**src/rtl/pipelined_mul_acc_if.sv**
```systemverilog
// rtl/pipelined_mul_acc_if.sv - operand/result bundle for pipelined_mul_acc
//
// Carries the clock enable, the qualified operand beat (i_valid, a, b,
// acc_en, clr) and the registered result (o, o_valid, ovf).
//   master : drives ce/i_valid/a/b/acc_en/clr, observes o/o_valid/ovf
//   slave  : the multiply/accumulate pipeline
interface pipelined_mul_acc_if #(
    parameter int WIDTH = 16,
    parameter int OUT_W = 40
);
    logic             ce;
    logic             i_valid;
    logic [WIDTH-1:0] a;
    logic [WIDTH-1:0] b;
    logic             acc_en;
    logic             clr;
    logic [OUT_W-1:0] o;
    logic             o_valid;
    logic             ovf;

    modport master (
        output ce, i_valid, a, b, acc_en, clr,
        input  o, o_valid, ovf
    );

    modport slave (
        input  ce, i_valid, a, b, acc_en, clr,
        output o, o_valid, ovf
    );
endinterface

```
**src/rtl/pipelined_mul_acc.sv**
```systemverilog
// rtl/pipelined_mul_acc.sv - parametrised multiply/accumulate pipeline
//
// Unsigned a*b, zero-extended to OUT_W, optionally added to the running
// accumulator. DEPTH register stages from operand to o:
//   DEPTH=1 : accumulator only (multiply is combinational into it)
//   DEPTH=2 : product register + accumulator
//   DEPTH=3 : operand register + product register + accumulator
//   DEPTH=4 : two operand registers + product register + accumulator
// A valid bit and the acc_en/clr controls travel alongside each beat.
//
// Ports:
//   clk    rising-edge clock
//   rst_n  asynchronous active-low reset, clears every stage and o/o_valid/ovf
//   bus    pipelined_mul_acc_if.slave
//            ce      0 freezes all stages including valid bits
//            i_valid qualifies a/b/acc_en/clr this cycle
//            a, b    WIDTH-bit unsigned operands
//            acc_en  1: o <= o + a*b, 0: o <= a*b
//            clr     restart from a*b, overrides acc_en
//            o       OUT_W-bit result register
//            o_valid o holds a new result this cycle
//            ovf     the result on o overflowed OUT_W
//
// Build option PIPELINED_MUL_ACC_SATURATE_EN:
//   defined   - an accumulate carry-out clamps o to all ones (ovf=1)
//   undefined - o wraps modulo 2^OUT_W (ovf=1 on the wrapping result)
module pipelined_mul_acc #(
    parameter int WIDTH = 16,
    parameter int DEPTH = 3,
    parameter int OUT_W = 40
) (
    input  logic                    clk,
    input  logic                    rst_n,
    pipelined_mul_acc_if.slave      bus
);
    // Operand stages sit ahead of the multiply only for DEPTH>=3.
    localparam int N_OP = (DEPTH >= 3) ? DEPTH - 2 : 0;
    localparam int P_W  = 2 * WIDTH;

    // Index 0 is the raw input; index k is the output of operand stage k.
    logic [WIDTH-1:0] w_op_a   [0:N_OP];
    logic [WIDTH-1:0] w_op_b   [0:N_OP];
    logic             w_op_v   [0:N_OP];
    logic             w_op_acc [0:N_OP];
    logic             w_op_clr [0:N_OP];

    assign w_op_a[0]   = bus.a;
    assign w_op_b[0]   = bus.b;
    assign w_op_v[0]   = bus.i_valid;
    assign w_op_acc[0] = bus.acc_en;
    assign w_op_clr[0] = bus.clr;

    genvar gi;
    generate
        for (gi = 1; gi <= N_OP; gi++) begin : g_op
            logic [WIDTH-1:0] r_a;
            logic [WIDTH-1:0] r_b;
            logic             r_v;
            logic             r_acc;
            logic             r_clr;

            // Data moves even when invalid; only the valid bit gates the accumulator.
            always_ff @(posedge clk or negedge rst_n) begin
                if (!rst_n) begin
                    r_a   <= '0;
                    r_b   <= '0;
                    r_v   <= 1'b0;
                    r_acc <= 1'b0;
                    r_clr <= 1'b0;
                end else if (bus.ce) begin
                    r_a   <= w_op_a[gi-1];
                    r_b   <= w_op_b[gi-1];
                    r_v   <= w_op_v[gi-1];
                    r_acc <= w_op_acc[gi-1];
                    r_clr <= w_op_clr[gi-1];
                end
            end

            assign w_op_a[gi]   = r_a;
            assign w_op_b[gi]   = r_b;
            assign w_op_v[gi]   = r_v;
            assign w_op_acc[gi] = r_acc;
            assign w_op_clr[gi] = r_clr;
        end
    endgenerate

    // Full-width unsigned product of the last operand stage.
    logic [P_W-1:0] w_mul;
    assign w_mul = P_W'(w_op_a[N_OP]) * P_W'(w_op_b[N_OP]);

    // Product as seen by the accumulator stage.
    logic [P_W-1:0] w_fin_p;
    logic           w_fin_v;
    logic           w_fin_acc;
    logic           w_fin_clr;

    generate
        if (DEPTH >= 2) begin : g_prod
            logic [P_W-1:0] r_prod;
            logic           r_v;
            logic           r_acc;
            logic           r_clr;

            always_ff @(posedge clk or negedge rst_n) begin
                if (!rst_n) begin
                    r_prod <= '0;
                    r_v    <= 1'b0;
                    r_acc  <= 1'b0;
                    r_clr  <= 1'b0;
                end else if (bus.ce) begin
                    r_prod <= w_mul;
                    r_v    <= w_op_v[N_OP];
                    r_acc  <= w_op_acc[N_OP];
                    r_clr  <= w_op_clr[N_OP];
                end
            end

            assign w_fin_p   = r_prod;
            assign w_fin_v   = r_v;
            assign w_fin_acc = r_acc;
            assign w_fin_clr = r_clr;
        end else begin : g_no_prod
            assign w_fin_p   = w_mul;
            assign w_fin_v   = w_op_v[N_OP];
            assign w_fin_acc = w_op_acc[N_OP];
            assign w_fin_clr = w_op_clr[N_OP];
        end
    endgenerate

    // Accumulator stage. The sum is one bit wider than o so its top bit is
    // the carry-out that signals overflow.
    logic [OUT_W-1:0] r_o;
    logic             r_o_valid;
    logic             r_ovf;

    logic [OUT_W-1:0] w_p_ext;
    logic [OUT_W:0]   w_sum;
    logic [OUT_W-1:0] w_o_next;
    logic             w_ovf_next;

    assign w_p_ext = OUT_W'(w_fin_p);
    assign w_sum   = {1'b0, r_o} + {1'b0, w_p_ext};

    always_comb begin
        // A product alone always fits in OUT_W, so restarting never overflows.
        w_o_next   = w_p_ext;
        w_ovf_next = 1'b0;
        if (w_fin_acc && !w_fin_clr) begin
`ifdef PIPELINED_MUL_ACC_SATURATE_EN
            if (w_sum[OUT_W]) begin
                w_o_next   = '1;
                w_ovf_next = 1'b1;
            end else begin
                w_o_next   = w_sum[OUT_W-1:0];
            end
`else
            w_o_next   = w_sum[OUT_W-1:0];
            w_ovf_next = w_sum[OUT_W];
`endif
        end
    end

    always_ff @(posedge clk or negedge rst_n) begin
        if (!rst_n) begin
            r_o       <= '0;
            r_o_valid <= 1'b0;
            r_ovf     <= 1'b0;
        end else if (bus.ce) begin
            r_o_valid <= w_fin_v;
            if (w_fin_v) begin
                r_o   <= w_o_next;
                r_ovf <= w_ovf_next;
            end else begin
                // Bubble: o keeps the last result, the overflow flag is per-result.
                r_ovf <= 1'b0;
            end
        end
    end

    assign bus.o       = r_o;
    assign bus.o_valid = r_o_valid;
    assign bus.ovf     = r_ovf;
endmodule
```
**src/flat_wrapper.sv**
```systemverilog
// flat-port wrapper written by rule: the top's interface ports become plain ports
module pipelined_mul_acc_flat 
#(
    parameter int WIDTH = 16,
    parameter int DEPTH = 3,
    parameter int OUT_W = 40
)
  (clk, rst_n, bus_ce, bus_i_valid, bus_a, bus_b, bus_acc_en, bus_clr, bus_o, bus_o_valid, bus_ovf);
  pipelined_mul_acc_if #(.WIDTH(WIDTH), .OUT_W(OUT_W)) bus_i ();
  input  logic clk;
  input  logic rst_n;
  input wire logic [$bits(bus_i.ce)-1:0] bus_ce;
  input wire logic [$bits(bus_i.i_valid)-1:0] bus_i_valid;
  input wire logic [$bits(bus_i.a)-1:0] bus_a;
  input wire logic [$bits(bus_i.b)-1:0] bus_b;
  input wire logic [$bits(bus_i.acc_en)-1:0] bus_acc_en;
  input wire logic [$bits(bus_i.clr)-1:0] bus_clr;
  output wire logic [$bits(bus_i.o)-1:0] bus_o;
  output wire logic [$bits(bus_i.o_valid)-1:0] bus_o_valid;
  output wire logic [$bits(bus_i.ovf)-1:0] bus_ovf;
  assign bus_i.ce = bus_ce;
  assign bus_i.i_valid = bus_i_valid;
  assign bus_i.a = bus_a;
  assign bus_i.b = bus_b;
  assign bus_i.acc_en = bus_acc_en;
  assign bus_i.clr = bus_clr;
  assign bus_o = bus_i.o;
  assign bus_o_valid = bus_i.o_valid;
  assign bus_ovf = bus_i.ovf;
  pipelined_mul_acc #(.WIDTH(WIDTH), .DEPTH(DEPTH), .OUT_W(OUT_W)) u_core (.clk(clk), .rst_n(rst_n), .bus(bus_i));
endmodule
```
**config.mk**
```make
export PLATFORM = sky130hd
export DESIGN_NAME = pipelined_mul_acc_flat
export DESIGN_NICKNAME = d
export VERILOG_FILES = /design/src/rtl/pipelined_mul_acc_if.sv /design/src/rtl/pipelined_mul_acc.sv /design/src/flat_wrapper.sv
export SDC_FILE = /design/constraint.sdc
export NUM_CORES = 1
export LEC_CHECK = 0
export BUFFER_PORTS_ARGS = -buffer_cell sky130_fd_sc_hd__buf_2
export CORE_UTILIZATION = 60
export CTS_CLUSTER_DIAMETER = 40
export DETAILED_ROUTE_END_ITERATION = 16
export PLACE_DENSITY = 0.82
export SLEW_MARGIN = 10
export SYNTH_ARGS = -nofsm -noshare
export SYNTH_HDL_FRONTEND = slang
export SYNTH_SLANG_ARGS = --single-unit
```
**constraint.sdc**
```tcl
create_clock -name clk -period 6.7 [get_ports clk]
set_input_delay 1.34 -clock clk [delete_from_list [all_inputs] [get_ports clk]]
set_output_delay 1.34 -clock clk [all_outputs]
set_load 0.01 [all_outputs]
```
# Word level (Yosys, flattened, before mapping)
# Cells that the tools add are included.
word_totals:
  reg_bits: 112
  latch_bits: 0
  ram_bits: 0
  romBits: 0
  output_inout_bits: 42
  word_cells: 20
  memories: 0
op_classes:
  add_sub_neg: 1
  n_mul: 1
  n_div: 0
  magnitude_cmp: 0
  n_eq_ne: 0
  n_shift: 0
  n_mux: 3
  n_bitwise: 0
  reduce_logical: 3
op_table:
  columns: ["cell", "count"]
  rows:
  - ["40-bit by 32-bit adder with 41-bit output", 1]
  - ["40-bit two-way mux", 1]
  - ["16-bit by 16-bit multiplier with 32-bit output", 1]
  - ["1-bit two-way mux", 2]
  - ["2-bit AND reduction", 1]
  - ["1-bit logical AND", 1]
  - ["1-bit logical NOT", 1]

# Depth between registers and ports, before layout
depth:
  word_depth: 4
  ltp_mapped: 25
  ltp_nobuf: 23

# Worst setup path before layout
# Ideal clock, no wire load.
synth_timing:
  kind: "register -> register"
  from: "register u_core.g_op[1].r_b[9]"
  to: "register u_core.g_prod.r_prod[27]"
  setup_ns: 0.125
  t_arrival_ns: 5.895
  slack_ns: 0.681
  path_stages_with_launch: 25
  period_less_slack_ns: 6.019
  path_cell_list: "dfrtp_1 clkbuf_1 clkbuf_1 nand2_1 fa_1 inv_1 fa_1 inv_1 fa_1 inv_1 fa_1 fa_1 inv_1 fa_1 inv_1 ha_1 a21o_1 a31oi_1 o21ai_0 a21o_1 a2bb2oi_1 or3b_1 a21oi_1 xnor2_1 mux2_2"
synth_between:
  elab_chain_cells: 1
synth_lines:
  columns: ["item", "line", "rtl"]
  rows:
  - ["start, declared", "pipelined_mul_acc.sv:57", "logic [WIDTH-1:0] r_b;"]
  - ["start signal, assigned", "pipelined_mul_acc.sv:72", "r_b <= w_op_b[gi-1];"]
  - ["16-bit by 16-bit multiplier with 32-bit output", "pipelined_mul_acc.sv:89", "assign w_mul = P_W'(w_op_a[N_OP]) * P_W'(w_op_b[N_OP]);"]
  - ["end signal, assigned", "pipelined_mul_acc.sv:111", "r_prod <= w_mul;"]
  - ["end, declared", "pipelined_mul_acc.sv:99", "logic [P_W-1:0] r_prod;"]
# No other way between the ends.
# A chain may end at the register's enable or synchronous reset.

# Worst setup path in the final report
layout_timing:
  from: "register u_core.g_op[1].r_a[3]"
  to: "register u_core.g_prod.r_prod[27]"
layout_between:
  elab_chain_cells: 1
layout_lines:
  columns: ["item", "line", "rtl"]
  rows:
  - ["start, declared", "pipelined_mul_acc.sv:56", "logic [WIDTH-1:0] r_a;"]
  - ["start signal, assigned", "pipelined_mul_acc.sv:71", "r_a <= w_op_a[gi-1];"]
  - ["16-bit by 16-bit multiplier with 32-bit output", "pipelined_mul_acc.sv:89", null]
# No other way between the ends.

==> summary.md <==
| Metric | Value |
|---|---|
| Row count | 56 |
| Post-CTS Setup Bufs | 0 |
| Startpoint Class | register |
| Core ar. | 23800 um^2 |
| Netlist cell types | 63 |
| Area of the mapped netlist | 14700 um^2 |
| R2R setup slack | 0.31 ns |
| First-pass GRT wire length | 57900 um |
| Crit. End Element | register |
| Fmax | 156 MHz |
| Critical Path Fanout Max | 14 |
| DRT Wirelength | 34700 um |
| Met1 usage in global routing | 36.5% |
| Sequential cell area | 2820 um^2 |
| Clock insertion delay at the later pin of the skew report | 0.38 ns |
| Ranking of synthesized cells by area | fa_1, dfrtp_1, ha_1 |
| Final worst path period share | 95.4% |
| Area of the multi-input gates | 10700 um^2 |
| Slew @ Worst Pin | 1.01 ns |
| Dominant cell type by area after synthesis | fa_1 |
| Fin. max-slew vios | 0 |
| YS warnings | 0 |
| Top-area cell type share of the netlist area | 26.6% |
| FF-to-FF Start | u_core.g_op[1].r_a[3]$_DFFE_PN0P_ |
| GRT Resource Usage Total | 29.9% |
| Synth Instances | 1589 |
| Starting DRC count in detailed routing | 764 |
| Placer Congestion | 0.937 |
| Vias post-DR | 11.4k |
| Critical Path AT | 6.66 ns |
| CTS tree | yes |
| Synth Register Bits | 112 |
| Sequential element share of the synthesized area | 19.1% |
| I/O pins | 80 |
| Number of max-cap violations | 0 |
| Port Buffers | 79 |
| Min-Delay Startpoint | u_core.g_op[1].r_clr$_DFFE_PN0P_ |
| Asr flop ratio synth | 100% |
| Status | finished, final reports clean |
| Top FF cell, synth | dfrtp_1 |
| Routed length per instance | 17.8 um |
| Worst Hold End | u_core.g_op[1].r_clr$_DFFE_PN0P_ |
| Fin Clk Skew | 0.0168 ns |
| Fin crit period | 6.39 ns |
| Slew headroom | 32.7% |
| Most frequent cells in the layout | inv_1, nand2_1, fa_1, ha_1, and2_1 |
| TNS Setup | 0 ns |
| Die ar. | 25100 um^2 |
| Root Buffer | clkbuf_16 |
| Fillers | 1904 |
| Antenna violations before repair | 0 |
| CTS resizes | 0 |
| P&R area growth vs syn | 7.01% |
| Syn Nets | 1958 |
| Clock transition at path regs | 0.09 ns |
| Die Y | 158 um |
| Commonest non-fill, non-tap cell in the layout | inv_1 |
| Worst flop-to-flop path endpoint | u_core.g_prod.r_prod[27]$_DFFE_PN0P_ |
| Final-report setup violation count | 0 |
| Setup repair after global routing missed its margin | no |
| Avg Inst Size Synth | 9.24 um^2 |
| Met2 GRT Util | 52.2% |
| Cells on worst reg2reg path | 21 |
| Post-synth EDFFs | 0 |
| Remaining antenna violation count | 0 |
| Diodes inserted | 0 |
| Final HPWL DP | 26800 um |
| Vias/cell | 5.85 |
| Hold Path Depth | 1 |
| Initial Util | 61.8% |
| Drt drc | 0 |
| WS Path Type | register to register |
| Largest net degree at the start of global routing | 83 |
| M3 GR Usage | 4.08% |
| Endpoints failing hold | 0 |
| TritonCTS Sinks | 112 |
| Hold Path Class | register to register |
| H-tree levels | 3 |
| Ratio of cells with drive above 1 in the final layout | 12.8% |
| Hold buffers post-CTS | 0 |
| Critical Path RT | 6.97 ns |
| Initial DRT Pass Iterations | 6 |
| CTS max path bufs | 2 |
| Nets@finish | 2002 |
| Grt ovf | 0 |
| Busiest grt layer | met2 |
| Vias in the first global route | 12.0k |
| CTS Buf Count | 9 |
| Die width | 158 um |
==> worst max-delay path, stage by stage, from the launching register on <==
cell	delay [ns]
dfrtp_1	0.65
and2_1	0.32
fa_1	0.49
inv_1	0.07
fa_1	0.53
inv_1	0.05
fa_1	0.45
fa_1	0.40
fa_1	0.52
inv_1	0.05
fa_1	0.48
inv_1	0.04
ha_1	0.36
a21o_1	0.22
a31oi_1	0.18
o21ai_0	0.12
a21o_1	0.20
a2bb2oi_1	0.24
or3b_1	0.39
a21oi_1	0.20
xnor2_1	0.08
mux2_2	0.26
==> logic make-up (layout without fill, tap and decap cells) <==
group / Yosys count / count (layout) / synth area share, %
DFF: 112 / 112 / 19.1
adders and majority gates: 331 / 331 / 38.2
buffers and inverters: 314 / 363 / 8.07
AOI/OAI and AO/OA: 269 / 269 / 12.1
muxes: 62 / 62 / 4.76
and+or+nand+nor: 450 / 450 / 14.8
xor gates and xnor gates: 51 / 51 / 3.04
==> per-stage QoR <==
step	instances	hold slack, ns	utilization (%)	worst slack, ns	instance area, um^2
final	1957	0.517	66.1	0.309	15700
after global routing	1957	0.543	66.1	0.00454	15700
after CTS	1957	0.516	66.0	0.0932	15700
after detailed placement	1941	0.500	64.8	0.128	15400
after global placement	1941	0.483	64.8	0.377	15400
after floorplan	1589	0.475	-	0.681	14700
==> synth_stat cells (3+ instances only) <==
master and instances:
a211o_1 4, nor2_1 55, o21bai_1 6, a22oi_1 4, a21o_1 32, a311oi_1 3
and3_1 11, dfrtp_1 112, a211oi_1 10, a21boi_0 4, nand4_1 9, clkbuf_1 62
fa_1 195, or4_1 4, a21oi_1 75, ha_1 136, o22ai_1 5, mux2_2 62
o21a_1 6, and2_1 122, nand3_1 14, and4_1 3, a2bb2oi_1 3, nor3_1 8
inv_1 245, o211ai_1 11, o31a_1 3, o21ai_0 59, xnor2_1 35, xor2_1 16
o31ai_1 4, buf_2 4, nand2_1 203, a31oi_1 17, nand2b_1 7, nor2b_1 5
==> layer usage <==
metal / share of wire, % / wire [um]
met1: 40 / 13800
met2: 50 / 17400
met3: 6.0 / 2070
met4: 4.3 / 1480
met5: 0 / 0
==> how the worst max path moves through the flow <==
stage | startpoint | endpoint | slack (ns) | depth (start not counted)
floorplan | u_core.g_op[1].r_b[9]$_DFFE_PN0P_ | u_core.g_prod.r_prod[27]$_DFFE_PN0P_ | 0.68 | 24
global route | u_core.g_op[1].r_b[5]$_DFFE_PN0P_ | u_core.g_prod.r_prod[28]$_DFFE_PN0P_ | 0.005 | 21
global placement | u_core.g_op[1].r_a[6]$_DFFE_PN0P_ | u_core.g_prod.r_prod[24]$_DFFE_PN0P_ | 0.38 | 21
CTS | u_core.g_op[1].r_a[8]$_DFFE_PN0P_ | u_core.g_prod.r_prod[24]$_DFFE_PN0P_ | 0.09 | 20
detailed placement | u_core.g_op[1].r_a[6]$_DFFE_PN0P_ | u_core.g_prod.r_prod[24]$_DFFE_PN0P_ | 0.13 | 21
finish | u_core.g_op[1].r_a[3]$_DFFE_PN0P_ | u_core.g_prod.r_prod[27]$_DFFE_PN0P_ | 0.31 | 21
==> cell type report <==
type	instances	area share, %
clock inverters	7	0.454
flip-flops and latches	112	17.9
well taps	319	2.54
repair buffers	102	3.65
inverters	245	5.85
multi-input cells	1163	68.1
clock buffers	9	1.43
==> registers in the layout (all words and copies together) (netlist names) <==
signal	flops
u_core.bus.o	40
u_core.g_prod.r_prod	32
u_core.g_op.r_a	16
u_core.g_op.r_b	16
u_core.bus.o_valid	1
u_core.bus.ovf	1
u_core.g_op.r_acc	1
u_core.g_op.r_clr	1
u_core.g_op.r_v	1
u_core.g_prod.r_acc	1
u_core.g_prod.r_clr	1
u_core.g_prod.r_v	1
Power is not shown: default switching activity piles up to over one toggle a cycle in this logic, so the estimate is an artifact.
